[src/rtl/sha256_pkg.sv]
// Shared types and constants for the SHA-256 message padder slice.
package sha256_pkg;

    typedef logic [31:0] word_t;

    localparam word_t       PAD_WORD        = 32'h8000_0000;
    localparam int unsigned WORDS_PER_BLOCK = 16;

    typedef enum logic [2:0] {
        S_IDLE,
        S_MSG,
        S_PAD,
        S_ZERO,
        S_LEN_HI,
        S_LEN_LO,
        S_DRAIN
    } padder_state_t;

    typedef struct packed {
        word_t      data;
        logic [3:0] idx;
        logic       last;
    } fifo_entry_t;

endpackage

[src/rtl/sha256_msg_padder_if.sv]
// Padded-word stream from the padder to the hash core (valid/ready).
interface sha256_msg_padder_if;
    import sha256_pkg::*;

    logic       w_valid;
    logic       w_ready;
    word_t      w_data;
    logic [3:0] w_idx;
    logic       w_last;

    modport master (output w_valid, w_data, w_idx, w_last, input w_ready);
    modport slave  (input w_valid, w_data, w_idx, w_last, output w_ready);

endinterface

[src/rtl/sha256_skid_fifo.sv]
// Two-entry output FIFO carrying {data, idx, last}; head entry drives the stream.
module sha256_skid_fifo
    import sha256_pkg::*;
(
    input  logic        clk,
    input  logic        reset,
    input  logic        push,
    input  logic        pop,
    input  fifo_entry_t din,
    output fifo_entry_t dout,
    output logic [1:0]  count
);

    fifo_entry_t slot [2];
    logic        wr_ptr;
    logic        rd_ptr;

    always_ff @(posedge clk) begin
        if (reset) begin
            slot[0] <= '0;
            slot[1] <= '0;
            wr_ptr  <= 1'b0;
            rd_ptr  <= 1'b0;
            count   <= '0;
        end else begin
            if (push) begin
                slot[wr_ptr] <= din;
                wr_ptr       <= ~wr_ptr;
            end
            if (pop) begin
                rd_ptr <= ~rd_ptr;
            end
            case ({push, pop})
                2'b10:   count <= count + 2'd1;
                2'b01:   count <= count - 2'd1;
                default: ;
            endcase
        end
    end

    assign dout = slot[rd_ptr];

endmodule

[src/rtl/sha256_msg_padder.sv]
// Reads a raw message from word memory, appends SHA-256 padding and length,
// and streams it as 16-word blocks to the hash core.
module sha256_msg_padder
    import sha256_pkg::*;
#(
    parameter int unsigned ADDR_W = 16,
    parameter int unsigned DATA_W = 32,
    parameter int unsigned LEN_W  = 16
) (
    input  logic                 clk,
    input  logic                 reset,
    input  logic                 start,
    input  logic [ADDR_W-1:0]    message_addr,
    input  logic [LEN_W-1:0]     msg_words,
    output logic                 mem_clk,
    output logic                 mem_re,
    output logic [ADDR_W-1:0]    mem_addr,
    input  logic [DATA_W-1:0]    mem_read_data,
    sha256_msg_padder_if.master  w,
    output logic [LEN_W-1:0]     num_blocks,
    output logic                 busy,
    output logic                 done
);

    localparam int unsigned CW = LEN_W + 4;

    padder_state_t state;
    logic [LEN_W-1:0] len_q;
    logic [LEN_W-1:0] rd_cnt;
    logic [CW-1:0]    push_cnt;
    logic [CW-1:0]    push_cnt_inc;
    logic [CW-1:0]    total;
    logic [LEN_W:0]   len_plus;
    logic [63:0]      bit_len;
    logic             pend;
    logic             pop;
    logic             push;
    logic             gen;
    logic             space_ok;
    logic [2:0]       occ;
    logic [1:0]       fifo_count;
    word_t            gen_word;
    fifo_entry_t      fifo_din;
    fifo_entry_t      fifo_dout;

    assign mem_clk      = clk;
    assign total        = CW'(num_blocks) * CW'(WORDS_PER_BLOCK);
    assign len_plus     = {1'b0, msg_words} + (LEN_W+1)'(18);
    assign bit_len      = {{(59-LEN_W){1'b0}}, len_q, 5'b0};
    assign push_cnt_inc = push_cnt + CW'(1);

    // Space counts the FIFO, the read whose data is on the bus now, and a pop this cycle.
    assign pop      = w.w_valid && w.w_ready;
    assign occ      = 3'(fifo_count) + 3'(pend) - 3'(pop);
    assign space_ok = occ < 3'd2;

    always_comb begin
        mem_re   = 1'b0;
        gen      = 1'b0;
        gen_word = '0;
        case (state)
            S_MSG:    mem_re = space_ok;
            S_PAD:    begin gen = space_ok && !pend; gen_word = PAD_WORD; end
            S_ZERO:   gen = space_ok && !pend;
            S_LEN_HI: begin gen = space_ok && !pend; gen_word = bit_len[63:32]; end
            S_LEN_LO: begin gen = space_ok && !pend; gen_word = bit_len[31:0]; end
            default:  ;
        endcase
    end

    // Returning read data always wins the push slot; generated words wait for it.
    assign push     = pend || gen;
    assign fifo_din = {pend ? word_t'(mem_read_data) : gen_word,
                       push_cnt[3:0],
                       push_cnt == total - CW'(1)};

    always_ff @(posedge clk) begin
        if (reset) begin
            state      <= S_IDLE;
            len_q      <= '0;
            rd_cnt     <= '0;
            push_cnt   <= '0;
            pend       <= 1'b0;
            mem_addr   <= '0;
            num_blocks <= '0;
            busy       <= 1'b0;
            done       <= 1'b0;
        end else begin
            done <= 1'b0;
            pend <= mem_re;
            if (push) begin
                push_cnt <= push_cnt_inc;
            end
            case (state)
                S_IDLE: begin
                    if (start) begin
                        len_q      <= msg_words;
                        mem_addr   <= message_addr;
                        rd_cnt     <= '0;
                        push_cnt   <= '0;
                        num_blocks <= LEN_W'(len_plus >> 4);
                        busy       <= 1'b1;
                        state      <= (msg_words == '0) ? S_PAD : S_MSG;
                    end
                end
                S_MSG: begin
                    if (mem_re) begin
                        mem_addr <= mem_addr + ADDR_W'(1);
                        rd_cnt   <= rd_cnt + LEN_W'(1);
                        if (rd_cnt + LEN_W'(1) == len_q) begin
                            state <= S_PAD;
                        end
                    end
                end
                S_PAD: begin
                    if (gen) begin
                        state <= (push_cnt_inc == total - CW'(2)) ? S_LEN_HI : S_ZERO;
                    end
                end
                S_ZERO: begin
                    if (gen && push_cnt_inc == total - CW'(2)) begin
                        state <= S_LEN_HI;
                    end
                end
                S_LEN_HI: begin
                    if (gen) begin
                        state <= S_LEN_LO;
                    end
                end
                S_LEN_LO: begin
                    if (gen) begin
                        state <= S_DRAIN;
                    end
                end
                S_DRAIN: begin
                    if (pop && fifo_dout.last) begin
                        busy  <= 1'b0;
                        done  <= 1'b1;
                        state <= S_IDLE;
                    end
                end
                default: state <= S_IDLE;
            endcase
        end
    end

    sha256_skid_fifo u_fifo (
        .clk   (clk),
        .reset (reset),
        .push  (push),
        .pop   (pop),
        .din   (fifo_din),
        .dout  (fifo_dout),
        .count (fifo_count)
    );

    assign w.w_valid = fifo_count != 2'd0;
    assign w.w_data  = fifo_dout.data;
    assign w.w_idx   = fifo_dout.idx;
    assign w.w_last  = fifo_dout.last;

endmodule

[src/flat_wrapper.sv]
// flat-port wrapper written by rule: the top's interface ports become plain ports
module sha256_msg_padder_flat import sha256_pkg::*;
#(
    parameter int unsigned ADDR_W = 16,
    parameter int unsigned DATA_W = 32,
    parameter int unsigned LEN_W  = 16
)
  (clk, reset, start, message_addr, msg_words, mem_clk, mem_re, mem_addr, mem_read_data, num_blocks, busy, done, w_w_valid, w_w_data, w_w_idx, w_w_last, w_w_ready);
  sha256_msg_padder_if w_i ();
  input  logic clk;
  input  logic reset;
  input  logic start;
  input  logic [ADDR_W-1:0] message_addr;
  input  logic [LEN_W-1:0] msg_words;
  output logic mem_clk;
  output logic mem_re;
  output logic [ADDR_W-1:0] mem_addr;
  input  logic [DATA_W-1:0] mem_read_data;
  output logic [LEN_W-1:0] num_blocks;
  output logic busy;
  output logic done;
  output wire logic [$bits(w_i.w_valid)-1:0] w_w_valid;
  output wire logic [$bits(w_i.w_data)-1:0] w_w_data;
  output wire logic [$bits(w_i.w_idx)-1:0] w_w_idx;
  output wire logic [$bits(w_i.w_last)-1:0] w_w_last;
  input wire logic [$bits(w_i.w_ready)-1:0] w_w_ready;
  assign w_w_valid = w_i.w_valid;
  assign w_w_data = w_i.w_data;
  assign w_w_idx = w_i.w_idx;
  assign w_w_last = w_i.w_last;
  assign w_i.w_ready = w_w_ready;
  sha256_msg_padder #(.ADDR_W(ADDR_W), .DATA_W(DATA_W), .LEN_W(LEN_W)) u_core (.clk(clk), .reset(reset), .start(start), .message_addr(message_addr), .msg_words(msg_words), .mem_clk(mem_clk), .mem_re(mem_re), .mem_addr(mem_addr), .mem_read_data(mem_read_data), .w(w_i), .num_blocks(num_blocks), .busy(busy), .done(done));
endmodule
[config.mk]
export PLATFORM = sky130hd
export DESIGN_NAME = sha256_msg_padder_flat
export DESIGN_NICKNAME = d
export VERILOG_FILES = /design/src/rtl/sha256_pkg.sv /design/src/rtl/sha256_msg_padder_if.sv /design/src/rtl/sha256_skid_fifo.sv /design/src/rtl/sha256_msg_padder.sv /design/src/flat_wrapper.sv
export SDC_FILE = /design/constraint.sdc
export NUM_CORES = 1
export LEC_CHECK = 0
export ABC_AREA = 1
export BUFFER_PORTS_ARGS = -buffer_cell sky130_fd_sc_hd__buf_2
export CORE_AREA = 2 2 127 129
export DETAILED_ROUTE_END_ITERATION = 8
export DIE_AREA = 0 0 129 131
export GPL_TIMING_DRIVEN = 0
export PLACE_DENSITY = 0.85
export SETUP_SLACK_MARGIN = 0.2
export SLEW_MARGIN = 5
export SYNTH_ARGS = -nofsm -noshare
export SYNTH_HDL_FRONTEND = slang
export SYNTH_SLANG_ARGS = --single-unit
[constraint.sdc]
create_clock -name clk -period 10.1 [get_ports clk]
set_input_delay 0.505 -clock clk [delete_from_list [all_inputs] [get_ports clk]]
set_output_delay 0.505 -clock clk [all_outputs]
set_load 0.03 [all_outputs]
==> results.json <==
{
  "clock_latency_ns": 0.55,
  "fp.dieH_um": 131,
  "track_usage": 0.321,
  "start_kind": "clock port",
  "die_area_um2": 16900,
  "synth_commonest_cells": "nand2_1, nor2_1, inv_1",
  "synth-seq-area-share": 0.428,
  "sw_frac_of_total": 0.466,
  "cap_violations": 0,
  "use_met2": 0.531,
  "syn_to_final_growth_pct": 17.0,
  "nFillCells": 1288,
  "synth-edff-count": 74,
  "grt_pass1_vias": 8756,
  "regArea_um2": 4060,
  "synth.largest_area_cell": "edfxtp_1",
  "critPathRequiredTime_ns": 9.60,
  "rows": 46,
  "vias_per_cell": 5.55,
  "grt_max_degree": 38,
  "drc": 0,
  "cts_tree": "done",
  "setup_viol": 0,
  "fin_ws_ns": 4.02,
  "p_seq_frac": 0.321,
  "p_leak_nw": 4.93,
  "combinationalPowerShare": 0.447,
  "grt_most_used_layer": "met2",
  "cts_resized": 0,
  "async_flop_share": 0,
  "ant_nets": 0,
  "wire_per_inst_um": 15.4,
  "drt_first_pass_iters": 6,
  "cp-end-kind": "output port",
  "synth_area_um2": 9490,
  "multi_input_area_um2": 4700,
  "pwr-share-clk": 0.231,
  "hold_viol": 0,
  "die_w_um": 129,
  "clkTransAtPathRegs_ns": 0.07,
  "first_iter_violations": 951,
  "fin_setup_tns_ns": 0,
  "status": "complete, no violations",
  "worstMarginPinSlew_ns": 0.923,
  "rsz0062_at_grt": "false",
  "path_class": "clk -> out",
  "postRouteWirelength_mm": 26.8,
  "maxSlewHeadroom": 0.382,
  "synth_cell_types": 47,
  "worstHoldPathType": "in -> reg",
  "post-place-ws_ns": 4.28,
  "cell_internal_pwr_w": 0.00164,
  "maxSlewViolCount": 0,
  "port_buffers": 137,
  "antenna_found_initial": 1,
  "pin_count": 142,
  "fin_skew_ns": 0.0101,
  "postCtsHoldBufs": 0,
  "switchingPower_w": 0.00143,
  "grt_pass1_wl_mm": 42.1,
  "gp_congestion": 0.957,
  "postCtsSetupBuffers": 0,
  "ys.warnings.count": 0,
  "globalRouteMet1Util": 0.416,
  "path_max_fanout": 2,
  "syn_area_per_cell_um2": 7.01,
  "vias": 9681,
  "powerDensity_nw_per_um2": 277,
  "ys_seq_elements": 166,
  "initial_core_util": 0.608,
  "cp_data_arrival_time_ns": 5.58,
  "num-nets-final": 1590,
  "drive_gt1_frac": 0.144,
  "yosysMostFrequentCell": "nand2_1",
  "gr-total-overflow": 0,
  "synth-main-ff-cell": "dfxtp_1",
  "netlist.area_leader.share": 0.234,
  "netlist_top_cells_area": "edfxtp_1, dfxtp_1, nand2_1",
  "grt_use_met3": 0.0566,
  "core-area_um2": 15600,
  "ir_worst_vdd_mv": 0.175,
  "place_hpwl_mm": 19.8,
  "syn_inst": 1353
}
[flip-flops by register name (all words and copies together) (netlist names), named ones only]
signal,count
u_core.busy,1
u_core.done,1
u_core.len_q,16
u_core.mem_addr,16
u_core.num_blocks,13
u_core.pend,1
u_core.push_cnt,20
u_core.rd_cnt,16
u_core.state,3
u_core.u_fifo.count,2
u_core.u_fifo.rd_ptr,1
u_core.u_fifo.slot,74
u_core.u_fifo.wr_ptr,1
[final timing paths]
kind                                            start  slack, ns                                endpoint  cells after the start
setup / recovery                                  clk       4.02                                 mem_clk                      4
hold / removal                           msg_words[0]       0.18            u_core.len_q[0]$_SDFFE_PP0P_                      3
setup reg to reg  u_core.u_fifo.count[1]$_SDFFE_PP0P_       5.50  u_core.u_fifo.slot[0][3]$_SDFFCE_PN0P_                     15
hold reg to reg     u_core.u_fifo.rd_ptr$_SDFFE_PP0P_       0.47                               flip-flop                      1
[layout make-up]
class	instances	area share
sequential	166	0.366
multi-input combinational	1000	0.423
tap	216	0.0243
timing repair buffer	136	0.0613
clock inverter	15	0.0132
inverter	139	0.0470
antenna	1	0.000225
buffer	50	0.0193
clock buffer	21	0.0455
[cell usage in the layout, fill, tap and decap left out, types with 4 or more instances in the layout]
cell / netlist / layout
nand4_1: 22 / 22
nor2_4: 4 / 4
a21oi_1: 70 / 70
o21ai_1: 8 / 8
nor3_1: 23 / 23
o21bai_1: 6 / 6
nor2_1: 154 / 154
clkbuf_16: 0 / 20
ha_1: 7 / 7
inv_8: 0 / 7
buf_1: 8 / 8
clkbuf_1: 31 / 31
nor2_2: 11 / 11
inv_1: 136 / 136
o32ai_1: 5 / 5
xnor2_1: 4 / 4
edfxtp_1: 74 / 74
o21ai_0: 57 / 57
buf_2: 6 / 143
nand2_1: 429 / 427
xor2_1: 21 / 21
a31oi_1: 7 / 7
nand3_1: 114 / 114
dfxtp_1: 92 / 92
o211ai_1: 6 / 6
buf_4: 5 / 5
nand2_2: 6 / 8
o22ai_1: 13 / 13
inv_6: 0 / 4
a211oi_1: 5 / 5
[metal layers]
layer,share of wire,up-vias
li1,-,4752
met3,0.076,79
met4,0.039,0
met1,0.42,4417
met2,0.47,433
met5,0,-
[worst max-delay path: stages]
cell and delay [ns]:
clkbuf_16 0.12, clkbuf_16 0.13, buf_4 0.12, buf_2 0.16
[through the flow]
stage	util	power (W)	cell area [um2]	hold slack, ns	cells
after floorplan	-	0.00198	9500	0.426	1355
after global placement	0.670	0.00233	10500	0.438	1708
after detailed placement	0.671	0.00236	10500	0.456	1708
after CTS	0.712	0.00306	11100	0.167	1743
after global routing	0.712	0.00327	11100	0.191	1744
final	0.712	0.00307	11100	0.176	1744
[kinds of logic (layout without fill, tap and decap cells)]
group / after synthesis / after routing / share of synthesized area
simple gates: 779 / 779 / 0.350
buf+inv: 189 / 361 / 0.0775
compound gates: 185 / 185 / 0.110
flops: 166 / 166 / 0.428
xor+xnor: 25 / 25 / 0.0231
fa+ha+maj: 8 / 8 / 0.0113
other cells: 1 / 4 / 0.000395
[power groups by stage]
stage | sequential, W | combinational [W] | clock (W)
4_1_cts | 0.000982 | 0.00136 | 0.000715
6_report | 0.000987 | 0.00137 | 0.000711
5_1_grt | 0.00100 | 0.00153 | 0.000745
3_3_place_gp | 0.000991 | 0.00132 | 0.0000178
3_5_place_dp | 0.000995 | 0.00135 | 0.0000178
2_1_floorplan | 0.00104 | 0.000926 | 0.0000148
Note: power is estimated with default switching activity, not from simulation.
